==> src/rtl/uart_pkg.sv <==
// Shared UART definitions: receiver FSM states and sizing helpers.
// Intended to be imported by both the receiver and the transmitter.
package uart_pkg;

  localparam int UART_DATA_BITS = 8;

  typedef enum logic [2:0] {
    IDLE,
    START,
    DATA,
    STOP,
    DELIVER,
    WAIT_IDLE
  } rx_state_t;

  function automatic int cnt_width(input int clks_per_bit);
    return $clog2(clks_per_bit);
  endfunction

endpackage

==> src/rtl/uart_rx_sync.sv <==
// Metastability chain for the raw rx pin plus a 3-tap history used for
// mid-bit majority voting.
module uart_rx_sync #(
  parameter int SYNC_STAGES = 2
) (
  input  logic clk,
  input  logic reset,
  input  logic rx_pin,
  output logic rx_s,
  output logic maj
);

  logic [SYNC_STAGES-1:0] sync_reg;
  logic [SYNC_STAGES-1:0] sync_next;
  logic [1:0]             hist_reg;

  for (genvar gi = 0; gi < SYNC_STAGES; gi++) begin : g_sync
    if (gi == 0) begin : g_head
      assign sync_next[gi] = rx_pin;
    end else begin : g_tail
      assign sync_next[gi] = sync_reg[gi-1];
    end
  end

  // Preset to 1 so the line reads idle straight out of reset.
  always_ff @(posedge clk) begin
    if (reset) begin
      sync_reg <= '1;
      hist_reg <= '1;
    end else begin
      sync_reg <= sync_next;
      hist_reg <= {hist_reg[0], rx_s};
    end
  end

  assign rx_s = sync_reg[SYNC_STAGES-1];
  assign maj  = (rx_s & hist_reg[0]) | (rx_s & hist_reg[1]) | (hist_reg[0] & hist_reg[1]);

endmodule

==> src/rtl/uart_rx.sv <==
// 8N1 UART receiver with majority-voted mid-bit sampling, a one-deep
// valid/ready holding register, framing-error flag and overrun pulse.
module uart_rx #(
  parameter int CLKS_PER_BIT = 16,
  parameter int SYNC_STAGES  = 2
) (
  input  logic       clk,
  input  logic       reset,
  input  logic       rx_pin,
  output logic [7:0] rx_data,
  output logic       rx_valid,
  input  logic       rx_ready,
  output logic       rx_frame_err,
  output logic       rx_overrun,
  output logic       rx_busy
);

  import uart_pkg::*;

  localparam int CW  = cnt_width(CLKS_PER_BIT);
  localparam int IW  = $clog2(UART_DATA_BITS);
  localparam int MID = CLKS_PER_BIT / 2;

  localparam logic [CW-1:0] SAMPLE_AT = CW'(MID + 1);
  localparam logic [CW-1:0] LAST_CNT  = CW'(CLKS_PER_BIT - 1);
  // START is entered one cycle after the edge, so the counter runs one
  // behind the true bit position until the start bit is confirmed.
  localparam logic [CW-1:0] REALIGN   = CW'((MID + 3) % CLKS_PER_BIT);
  localparam logic [IW-1:0] LAST_IDX  = IW'(UART_DATA_BITS - 1);

  logic rx_s;
  logic maj;

  uart_rx_sync #(
    .SYNC_STAGES(SYNC_STAGES)
  ) u_sync (
    .clk   (clk),
    .reset (reset),
    .rx_pin(rx_pin),
    .rx_s  (rx_s),
    .maj   (maj)
  );

  rx_state_t           state_reg, state_next;
  logic [CW-1:0]       cnt_reg, cnt_next, cnt_inc;
  logic [IW-1:0]       bit_idx_reg, bit_idx_next;
  logic [7:0]          shift_reg, shift_next;
  logic                frame_bad_reg, frame_bad_next;
  logic                at_sample;

  logic [7:0]          rx_data_reg;
  logic                rx_valid_reg;
  logic                rx_frame_err_reg;
  logic                rx_overrun_reg;
  logic                deliver_load;
  logic                deliver_drop;
  logic                consume;

  always_ff @(posedge clk) begin
    if (reset) begin
      state_reg     <= IDLE;
      cnt_reg       <= '0;
      bit_idx_reg   <= '0;
      shift_reg     <= '0;
      frame_bad_reg <= 1'b0;
    end else begin
      state_reg     <= state_next;
      cnt_reg       <= cnt_next;
      bit_idx_reg   <= bit_idx_next;
      shift_reg     <= shift_next;
      frame_bad_reg <= frame_bad_next;
    end
  end

  assign cnt_inc   = (cnt_reg == LAST_CNT) ? '0 : cnt_reg + CW'(1);
  assign at_sample = (cnt_reg == SAMPLE_AT);

  always_comb begin
    state_next     = state_reg;
    cnt_next       = cnt_inc;
    bit_idx_next   = bit_idx_reg;
    shift_next     = shift_reg;
    frame_bad_next = frame_bad_reg;
    case (state_reg)
      IDLE: begin
        if (!rx_s) begin
          state_next = START;
          cnt_next   = '0;
        end
      end
      START: begin
        if (at_sample) begin
          if (maj) begin
            state_next = IDLE;
          end else begin
            state_next   = DATA;
            cnt_next     = REALIGN;
            bit_idx_next = '0;
          end
        end
      end
      DATA: begin
        if (at_sample) begin
          shift_next[bit_idx_reg] = maj;
          if (bit_idx_reg == LAST_IDX) begin
            state_next = STOP;
          end else begin
            bit_idx_next = bit_idx_reg + IW'(1);
          end
        end
      end
      STOP: begin
        if (at_sample) begin
          frame_bad_next = ~maj;
          state_next     = DELIVER;
        end
      end
      DELIVER: begin
        state_next = frame_bad_reg ? WAIT_IDLE : IDLE;
      end
      WAIT_IDLE: begin
        if (rx_s) begin
          state_next = IDLE;
        end
      end
      default: state_next = IDLE;
    endcase
  end

  always_comb begin
    rx_busy      = (state_reg != IDLE);
    deliver_load = (state_reg == DELIVER) && (!rx_valid_reg || rx_ready);
    deliver_drop = (state_reg == DELIVER) && rx_valid_reg && !rx_ready;
    consume      = (state_reg != DELIVER) && rx_valid_reg && rx_ready;
  end

  // A full, unconsumed holding register keeps the older byte and flags.
  always_ff @(posedge clk) begin
    if (reset) begin
      rx_data_reg      <= '0;
      rx_valid_reg     <= 1'b0;
      rx_frame_err_reg <= 1'b0;
      rx_overrun_reg   <= 1'b0;
    end else begin
      rx_overrun_reg <= deliver_drop;
      if (deliver_load) begin
        rx_data_reg      <= shift_reg;
        rx_frame_err_reg <= frame_bad_reg;
        rx_valid_reg     <= 1'b1;
      end else if (consume) begin
        rx_valid_reg <= 1'b0;
      end
    end
  end

  assign rx_data      = rx_data_reg;
  assign rx_valid     = rx_valid_reg;
  assign rx_frame_err = rx_frame_err_reg;
  assign rx_overrun   = rx_overrun_reg;

endmodule

==> config.mk <==
export PLATFORM = sky130hd
export DESIGN_NAME = uart_rx
export DESIGN_NICKNAME = d
export VERILOG_FILES = /design/src/rtl/uart_pkg.sv /design/src/rtl/uart_rx_sync.sv /design/src/rtl/uart_rx.sv
export SDC_FILE = /design/constraint.sdc
export NUM_CORES = 1
export LEC_CHECK = 0
export BUFFER_PORTS_ARGS = -buffer_cell sky130_fd_sc_hd__buf_2
export CAP_MARGIN = 10
export CORE_ASPECT_RATIO = 2
export CORE_MARGIN = 3
export CORE_UTILIZATION = 51
export DETAILED_ROUTE_END_ITERATION = 16
export PLACE_DENSITY = 0.74
export SLEW_MARGIN = 25
export SYNTH_ARGS = -nofsm -noshare
export SYNTH_HDL_FRONTEND = slang
export SYNTH_SLANG_ARGS = --single-unit
==> constraint.sdc <==
create_clock -name clk -period 1.85 [get_ports clk]
set_input_delay 0.2775 -clock clk [delete_from_list [all_inputs] [get_ports clk]]
set_output_delay 0.2775 -clock clk [all_outputs]
set_load 0.01 [all_outputs]
* Word-level counts from Yosys, hierarchy flattened
Cells that the tools add are included.
** Word-level totals
- Register bits :: 34
- Output and inout port bits :: 12
** Cells by class
- Reductions and logical operators :: 17
- Eq/ne operators :: 17
- $add $sub $neg :: 2
- Mux-type cells :: 24
- Order comparisons :: 2
- Bitwise gates (word level) :: 6
** Operator list (number)
- two-way mux 3 bit :: 11
- one-hot mux 3 bit (6 select lines) :: 1
- two-way mux 4 bit :: 4
- inequality test 2 bit, second input constant :: 7
- == test 3 bit, second input constant :: 3
- bitwise mux 8 bit :: 1
- == test 4 bit, second input constant :: 2
- one-hot mux 4 bit (2 select lines) :: 1
- == test 3 x 2 -> 1 bit, second input constant :: 2
- logical AND 1 bit :: 6
- one-hot mux 3 bit (2 select lines) :: 1
- AND reduction 6 bit :: 1
- AND reduction 5 bit :: 1
- adder 4 x 1 -> 4 bit, second input constant :: 1
- less-than comparator 3 x 4 -> 1 bit, second input constant :: 1
- AND reduction 2 bit :: 2
- nonzero test 2 bit :: 2
- adder 3 x 1 -> 3 bit, second input constant :: 1
- bitwise AND 1 bit :: 3
- demux 1 bit (select 3 bit) :: 1
- == test 3 x 1 -> 1 bit, second input constant :: 1
- greater-or-equal comparator 3 x 1 -> 1 bit, second input constant :: 1
- logical NOT 3 bit :: 1
- two-way mux 1 bit :: 3
- 8 further kinds :: 10

* Depth between registers and ports, before layout
Gate-level depths: netlist of the first run.
- Depth in word-level cells :: 6
- Mapped depth :: 7

* Cells and area by module
From an unflattened synthesis of the first run, not the netlist that was laid out.
** Second synthesis, totals
- Cell total of the unflattened synthesis :: 162
- Area total of the unflattened synthesis :: 1508.9 um^2
** By module, submodules not included
- uart_rx :: sequential area each 600.6 um^2, area an instance 1392.6 um^2, cells each 153, times used 1
- uart_rx_sync :: sequential area each 80.1 um^2, area an instance 116.4 um^2, cells each 9, times used 1

* Least setup slack after synthesis of the first run
OpenSTA, ideal clock, no wires.
- Kind :: register -> register
- Start point :: register bit_idx_reg[0]
- End point :: register bit_idx_reg[0]
- Setup time :: 0.121 ns
- Path buffers :: 0
- Required time :: 1.729 ns
- Clock period less this slack :: 1.735 ns
- Path slack :: 0.115 ns
- Stages on the path, launching flop included :: 7
- Arrival :: 1.614 ns
- Cells stage by stage :: dfxtp_1 ha_1 ha_1 or3b_1 a211oi_2 o21ai_1 mux2_4
** On the way
- Longest elaborated chain between the ends :: 4
- Elaborated cells between the ends (all ways) :: 7
- Classes of those cells :: add/sub (1); eq/ne (2); mux (3); reduce/logical (1)
** RTL lines
- start, declared :: RTL line uart_rx.sv:46 : logic [IW-1:0] bit_idx_reg, bit_idx_next;
- start signal, assigned :: RTL line uart_rx.sv:69 : bit_idx_reg <= bit_idx_next;
- adder 3 x 1 -> 3 bit :: RTL line uart_rx.sv:108 : bit_idx_next = bit_idx_reg + IW'(1);
- two-way mux 3 bit :: RTL line uart_rx.sv:105 : if (bit_idx_reg == LAST_IDX) begin
- two-way mux 3 bit :: RTL line uart_rx.sv:103 : if (at_sample) begin
- one-hot mux 3 bit (2 select lines) :: RTL line uart_rx.sv:84 : case (state_reg)
Several ways; a longest one is shown, not always the timed one. The select of a mux whose other input is x is not followed.
A chain may end at the register's enable or synchronous reset.

* Worst setup path in the final report of the first run
- Start point :: register bit_idx_reg[1]
- End point :: register bit_idx_reg[0]
** On the way
- Longest elaborated chain between the ends :: 3
** RTL lines (RTL line)
- == test 3 bit :: uart_rx.sv:105
- inequality test 2 bit (no source line)
- AND reduction 5 bit (no source line)
Every way passes these cells.

==> impl_metrics.yaml, run 1 <==
floorplan:
  floorplan.die.width_um: 44.21
  coreArea_sq_um: 2770
  fp.dieArea_sq_um: 3643
  rows: 27
  ioPinCount: 16
  floorplan.die.height_um: 82.41
  initial_core_util_pct: 53.75
yosys:
  syn-instance-count: 156
  synthAdderAreaFrac_pct: 4.034
  synth.mux.area_fraction_pct: 12.44
  postSynthNetCount: 164
  synth-seq-area-share_pct: 45.71
  synth.cell_area_sq_um: 1489
  synth_top_family_by_area: "simple AND/OR/NAND/NOR gates"
  synth-compound-area-share_pct: 10.59
  synth-edff-count: 0
  synth-main-ff-cell: "dfxtp_1"
  yosys.area_share.xor_xnor_pct: 0.5882
  post_synth_and_or_nand_nor_area_fraction_pct: 22.44
  post_synth_num_cell_types: 41
  synth-async-reset-ratio_pct: 0
  yosysWarningCount: 0
  post_synth.cell_area_avg_sq_um: 9.544
  ys_seq_elements: 34
clock_tree:
  clkSlewWorstSetupHoldPaths_ns: 0.07
  cts.path.max_buffers: 2
  htree_num_levels: 2
  clk_lat_worst_skew_ns: 0.29
  cts_tree: "built"
  clock_buffers_created_by_tritoncts: 5
  buffer_type_at_the_clock_tree_root: "clkbuf_8"
  tritoncts_num_sinks: 34
  cts_post_setup_buffers_inserted: 0
grt:
  grt_pass1_vias: 1158
  global_route.usage.total_pct: 18.78
  grt_antenna_before_repair: 0
  grt_first_pass_wirelength_mm: 4.974
  globalRouteOverflowTotal: 0
  grt_max_degree: 18
worst_setup_path:
  required_ns: 2.03
  rr_worst_depth: 6
  critical_path.reg2reg.startpoint: "bit_idx_reg[1]$_SDFFE_PP0P_"
  path_cells: "ha_1, ha_2, or3b_1, a211oi_2, o21ai_2, mux2_4"
  critPathBufInv: 0
  ff2ff_setup_slack_ns: 0.06
  worst_endpoint_data_arrival_time_ns: 1.97
  endpoint_of_the_worst_slack_reg_to_reg_timing_path: "bit_idx_reg[0]$_SDFFE_PP0P_"
  crit_path_start: "bit_idx_reg[1]$_SDFFE_PP0P_"
  worst-setup-path-type: "reg2reg"
  slowest_stage: "or3b_1"
  slowest_delay_ns: 0.36
  critPathTopFamily: "adder cells"
  cp-start-kind: "flop"
  path_max_fanout: 4
  crit_path_end_kind: "flop"
worst_hold_path:
  worstHoldEndpoint: "u_sync.sync_reg[0]$_SDFF_PP1_"
  hold_path.class: "in2reg"
  holdPathStages: 2
  timing.hold.worst.start: "rx_pin"
route:
  drt-initial-drc-count: 30
  avgRoutedWirePerCell_um: 14.11
  firstDrtPassIters: 3
  post-route-drc-count: 0
  vias_after_detailed_routing: 1158
  antenna_violating_nets_post_route: 0
  routed_via_density: 5.621
  drt-total-wl_mm: 2.907
final_layout:
  utilization_pct: 61.65
  num-nets-final: 184
  proportion_of_layout_cells_with_a_drive_suffix_above_1_pct: 24.29
  area_growth_syn_to_layout_pct: 14.71
  diodes_inserted: 0
power_and_ir_drop:
  powerDensity_nw_per_um2: 800.8
  finalPower_mw: 1.368
  irDropWorstVdd_mv: 0.6643
  leakagePower_nw: 0.8169
sta:
  timing.hold.ws_ns: 0.1765
  fin_crit_ns: 1.790
  clock.fmax_ghz: 0.5587
  final_hold_viol_count: 0
  worst-slew-pin-transition_ns: 0.4160
  grt_setup_unrepaired: "no"
  fin_tns_setup_ns: 0
  maxSlewViolCount: 0
  timing.final.setup_violations: 0
  final.period_utilization_pct: 96.75
  relSlewSlack_pct: 71.55
  timing.clock.skew_ns: 0.005355
outcome:
  status: "completed"
placement:
  dp_hpwl_mm: 2.181
  routabilityCongestion: 0.8486
  count_of_input_and_output_buffers: 15
job:
  max_cap_violations: 0
cell usage after synthesis (all sizes together) (2+ instances only):
cell type  instances  share of area [%]
or2                4                1.7
nand3              7                2.4
a21oi              8                2.7
nor2b              2               0.84
nor2              29                7.6
buf                6                2.2
nand4              2               0.84
nor3               2               0.67
mux2i             17                 11
nand2b             4                1.7
a22o               2                1.2
inv                5                1.3
nand3b             2                1.8
dfxtp             34                 46
nand2              3               0.76
a211oi             2                1.3
o21ai              3                1.0
ha                 4                3.4
clkbuf             3               0.76
worst register-to-register path: cells and delay by family, from the launching register on:
kind                     cells  cell delay [ns]
AO/OA/AOI/OAI                2             0.34
adder cells (fa/ha/maj)      2             0.39
flip-flops                   1             0.34
multiplexers                 1             0.26
AND/OR/NAND/NOR              1             0.36
per-layer routing:
metal | share of wire, % | vias up | wire [um] | global-route usage (%)
li1 | - | 582 | - | -
met1 | 38 | 548 | 1109 | 18.16
met2 | 55 | 17 | 1587 | 33.63
met3 | 2.8 | 11 | 81 | 4.121
met4 | 4.4 | 0 | 128 | 13.29
met5 | 0 | - | 0 | 0
placed cells by master, fill, tap and decap left out, types with 2 or more instances in the layout:
master and n:
mux2i_1 17, o21ai_0 2, buf_4 7, nand3_1 7, a22o_1 2, ha_1 3, nand4_1 2, nand2b_1 4
clkbuf_8 6, nand2_1 3, or2_2 4, nor2b_1 2, nor2_1 27, inv_1 5, nor3_1 2, a21oi_1 8
dfxtp_1 33, nor2_2 2, buf_2 15
where the power goes:
part	switching, mW	leakage (nW)	internal [mW]
Combinational	0.0313	0.493	0.0245
Clock	0.256	0.0482	0.300
Sequential	0.0136	0.276	0.742
cells by family (layout without fill, tap and decap cells):
| kind of cell | count (synthesis) | in the layout |
|---|---|---|
| adder cells (fa/ha/maj) | 5 | 5 |
| multiplexers | 18 | 18 |
| XOR/XNOR | 1 | 1 |
| AO/OA/AOI/OAI | 23 | 23 |
| AND/OR/NAND/NOR | 61 | 61 |
| flip-flops | 34 | 34 |
| buffers and inverters | 14 | 35 |
area by class of cell:
| class | instances | area [sq um] |
|---|---|---|
| multi-input combinational | 108 | 752.0 |
| sequential | 34 | 681.9 |
| clock buffer | 7 | 86.33 |
| fill | 270 | 1062 |
| tap | 29 | 36.28 |
| timing repair buffer | 22 | 127.6 |
| clock inverter | 1 | 5.005 |
| inverter | 5 | 18.77 |
what timing repair did:
item                                   in CTS  in global routing
hold buffers                                0                  0
endpoints found under the hold margin       0                  0
gates resized for setup                     0                  3
setup endpoints to repair                   0                  3
metrics by stage:
stage | cell area (sq um) | setup WS (ns) | cells
floorplan | 1489 | 0.1149 | 156
global placement | 1609 | 0.1309 | 198
detailed placement | 1609 | 0.04120 | 198
CTS | 1700 | 0.03785 | 206
global route | 1708 | 0.01317 | 206
finish | 1708 | 0.06019 | 206
worst max path at each step:
stage	end	cells past startpoint
6_report	bit_idx_reg[0]$_SDFFE_PP0P_	6
5_1_grt	bit_idx_reg[0]$_SDFFE_PP0P_	6
4_1_cts	bit_idx_reg[0]$_SDFFE_PP0P_	6
3_5_place_dp	bit_idx_reg[0]$_SDFFE_PP0P_	6
3_3_place_gp	bit_idx_reg[0]$_SDFFE_PP0P_	6
2_1_floorplan	bit_idx_reg[0]$_SDFFE_PP0P_	6
(Power assumes the default switching activity.)
==> run 2: changes to the inputs <==
- PLACE_DENSITY: 0.74 -> 0.71
==> run 2 against run 1 <==
Power is 1.2% lower. Clock skew is 0.0023 ns lower. Sequential cell count stayed put. Utilization is 1.3 points higher. Highest routed layer unchanged. Critical endpoint unchanged. Non-clock buffer count is 1 higher.
==> impl_metrics.yaml, run 2 (same netlist as run 1, synthesis figures left out) <==
floorplan:
  rows: 27
  fp.dieArea_sq_um: 3643
  ioPinCount: 16
  coreArea_sq_um: 2770
  floorplan.die.width_um: 44.21
  floorplan.die.height_um: 82.41
  initial_core_util_pct: 53.75
clock_tree:
  clock_buffers_created_by_tritoncts: 5
  cts_tree: "built"
  tritoncts_num_sinks: 34
  cts.hold.buffers_added: 0
  htree_num_levels: 2
  clkSlewWorstSetupHoldPaths_ns: 0.06
  buffer_type_at_the_clock_tree_root: "clkbuf_8"
  cts.path.max_buffers: 2
  clk_lat_worst_skew_ns: 0.28
grt:
  grt_first_pass_wirelength_mm: 4.961
  grt_max_degree: 30
  globalRouteOverflowTotal: 0
  global_route.usage.total_pct: 18.32
  grt_pass1_vias: 1100
  grt_antenna_before_repair: 0
power_and_ir_drop:
  irDropWorstVdd_mv: 0.7152
  leakagePower_nw: 0.8234
  clock_power_share_pct: 40.3
  powerDensity_nw_per_um2: 774.7
  seq_power_share_pct: 55.9
  combPwrFrac_pct: 3.8
  power_report.internal_total_mw: 1.063
  power.switching_fraction_pct: 21.33
  netSwitchingPower_mw: 0.2882
route:
  drt-initial-drc-count: 35
  vias_after_detailed_routing: 1154
  routed_via_density: 5.575
  post-route-drc-count: 0
  antenna_violating_nets_post_route: 0
  avgRoutedWirePerCell_um: 14.05
  drt-total-wl_mm: 2.908
  firstDrtPassIters: 4
sta:
  fin_crit_ns: 1.807
  timing.final.setup_violations: 0
  timing.clock.skew_ns: 0.003071
  maxSlewViolCount: 0
  timing.hold.ws_ns: 0.1802
  worst-slew-pin-transition_ns: 0.5198
  final_hold_viol_count: 0
  clock.fmax_ghz: 0.5533
  final.period_utilization_pct: 97.70
  relSlewSlack_pct: 65.30
worst_setup_path:
  worst-setup-path-type: "reg2reg"
  critPathBufInv: 0
  path_max_fanout: 3
  cp-start-kind: "flop"
  worst_path_most_repeated_cell: "ha_4"
  slowest_stage: "or3b_4"
  worst_endpoint_data_arrival_time_ns: 1.97
  slowest_delay_ns: 0.39
  path_cells: "ha_4, ha_4, or3b_4, a211oi_2, o21ai_2, mux2_4"
  crit_path_end_kind: "flop"
  critPathTopFamily: "simple AND/OR/NAND/NOR gates"
  required_ns: 2.02
placement:
  count_of_input_and_output_buffers: 15
  dp_hpwl_mm: 2.103
  routabilityCongestion: 0.7737
worst_hold_path:
  hold_path.class: "in2reg"
final_layout:
  num-nets-final: 185
  diodes_inserted: 0
  area_growth_syn_to_layout_pct: 17.14
  utilization_pct: 62.96
  mostFrequentLayoutCell: "dfxtp_1"
  most-common-layout-cells: "32 x dfxtp_1, 27 x nor2_1, 17 x mux2i_1"
  proportion_of_layout_cells_with_a_drive_suffix_above_1_pct: 26.40
outcome:
  status: "completed"
job:
  max_cap_violations: 0
[run 2: final timing paths]
kind | slack [ns] | startpoint | end | cells after the start
max | 0.04 | bit_idx_reg[1]$_SDFFE_PP0P_ | bit_idx_reg[0]$_SDFFE_PP0P_ | 6
min | 0.18 | rx_pin | u_sync.sync_reg[0]$_SDFF_PP1_ | 2
max reg2reg | 0.04 | bit_idx_reg[1]$_SDFFE_PP0P_ | bit_idx_reg[0]$_SDFFE_PP0P_ | 6
min reg2reg | 0.41 | u_sync.sync_reg[0]$_SDFF_PP1_ | u_sync.sync_reg[1]$_SDFF_PP1_ | 1
[run 2: layout make-up]
class / instances / area, sq um
tap: 29 / 36.28
fill: 258 / 1026
timing repair buffer: 23 / 135.1
clock inverter: 1 / 5.005
sequential: 34 / 685.7
multi-input combinational: 108 / 777.0
clock buffer: 7 / 86.33
inverter: 5 / 18.77
[run 2: per-stage QoR]
| step | worst slack [ns] | power (mW) | setup TNS, ns | std cells | area (sq um) |
|---|---|---|---|---|---|
| finish | 0.04263 | 1.351 | 0 | 207 | 1744 |
| global route | -0.0009359 | 1.407 | -0.0009359 | 207 | 1744 |
| CTS | 0.05871 | 1.373 | 0 | 205 | 1693 |
| detailed placement | 0.07763 | 0.8249 | 0 | 197 | 1602 |
| global placement | 0.1304 | 0.8220 | 0 | 197 | 1602 |
| floorplan | 0.1149 | 0.8098 | 0 | 156 | 1489 |
[run 2: power groups by stage]
stage / combinational, mW / clock (mW) / sequential (mW)
6_report: 0.0514 / 0.544 / 0.756
5_1_grt: 0.0598 / 0.589 / 0.758
4_1_cts: 0.0511 / 0.565 / 0.757
3_5_place_dp: 0.0511 / 0 / 0.774
3_3_place_gp: 0.0497 / 0 / 0.772
2_1_floorplan: 0.0428 / 0 / 0.767
[run 2: routing by layer]
metal | GRT usage [%] | vias up | part of all wire, %
met1 | 19.73 | 540 | 38
met4 | 10.57 | 0 | 2.5
met5 | 0 | - | 0
li1 | - | 590 | -
met3 | 4.121 | 6 | 3.3
met2 | 31.73 | 18 | 56
[run 2: repair_timing]
item / 4_1_cts / 5_1_grt
buffers inserted: 0 / 2
setup endpoints to repair: 0 / 3
gates resized for setup: 0 / 9
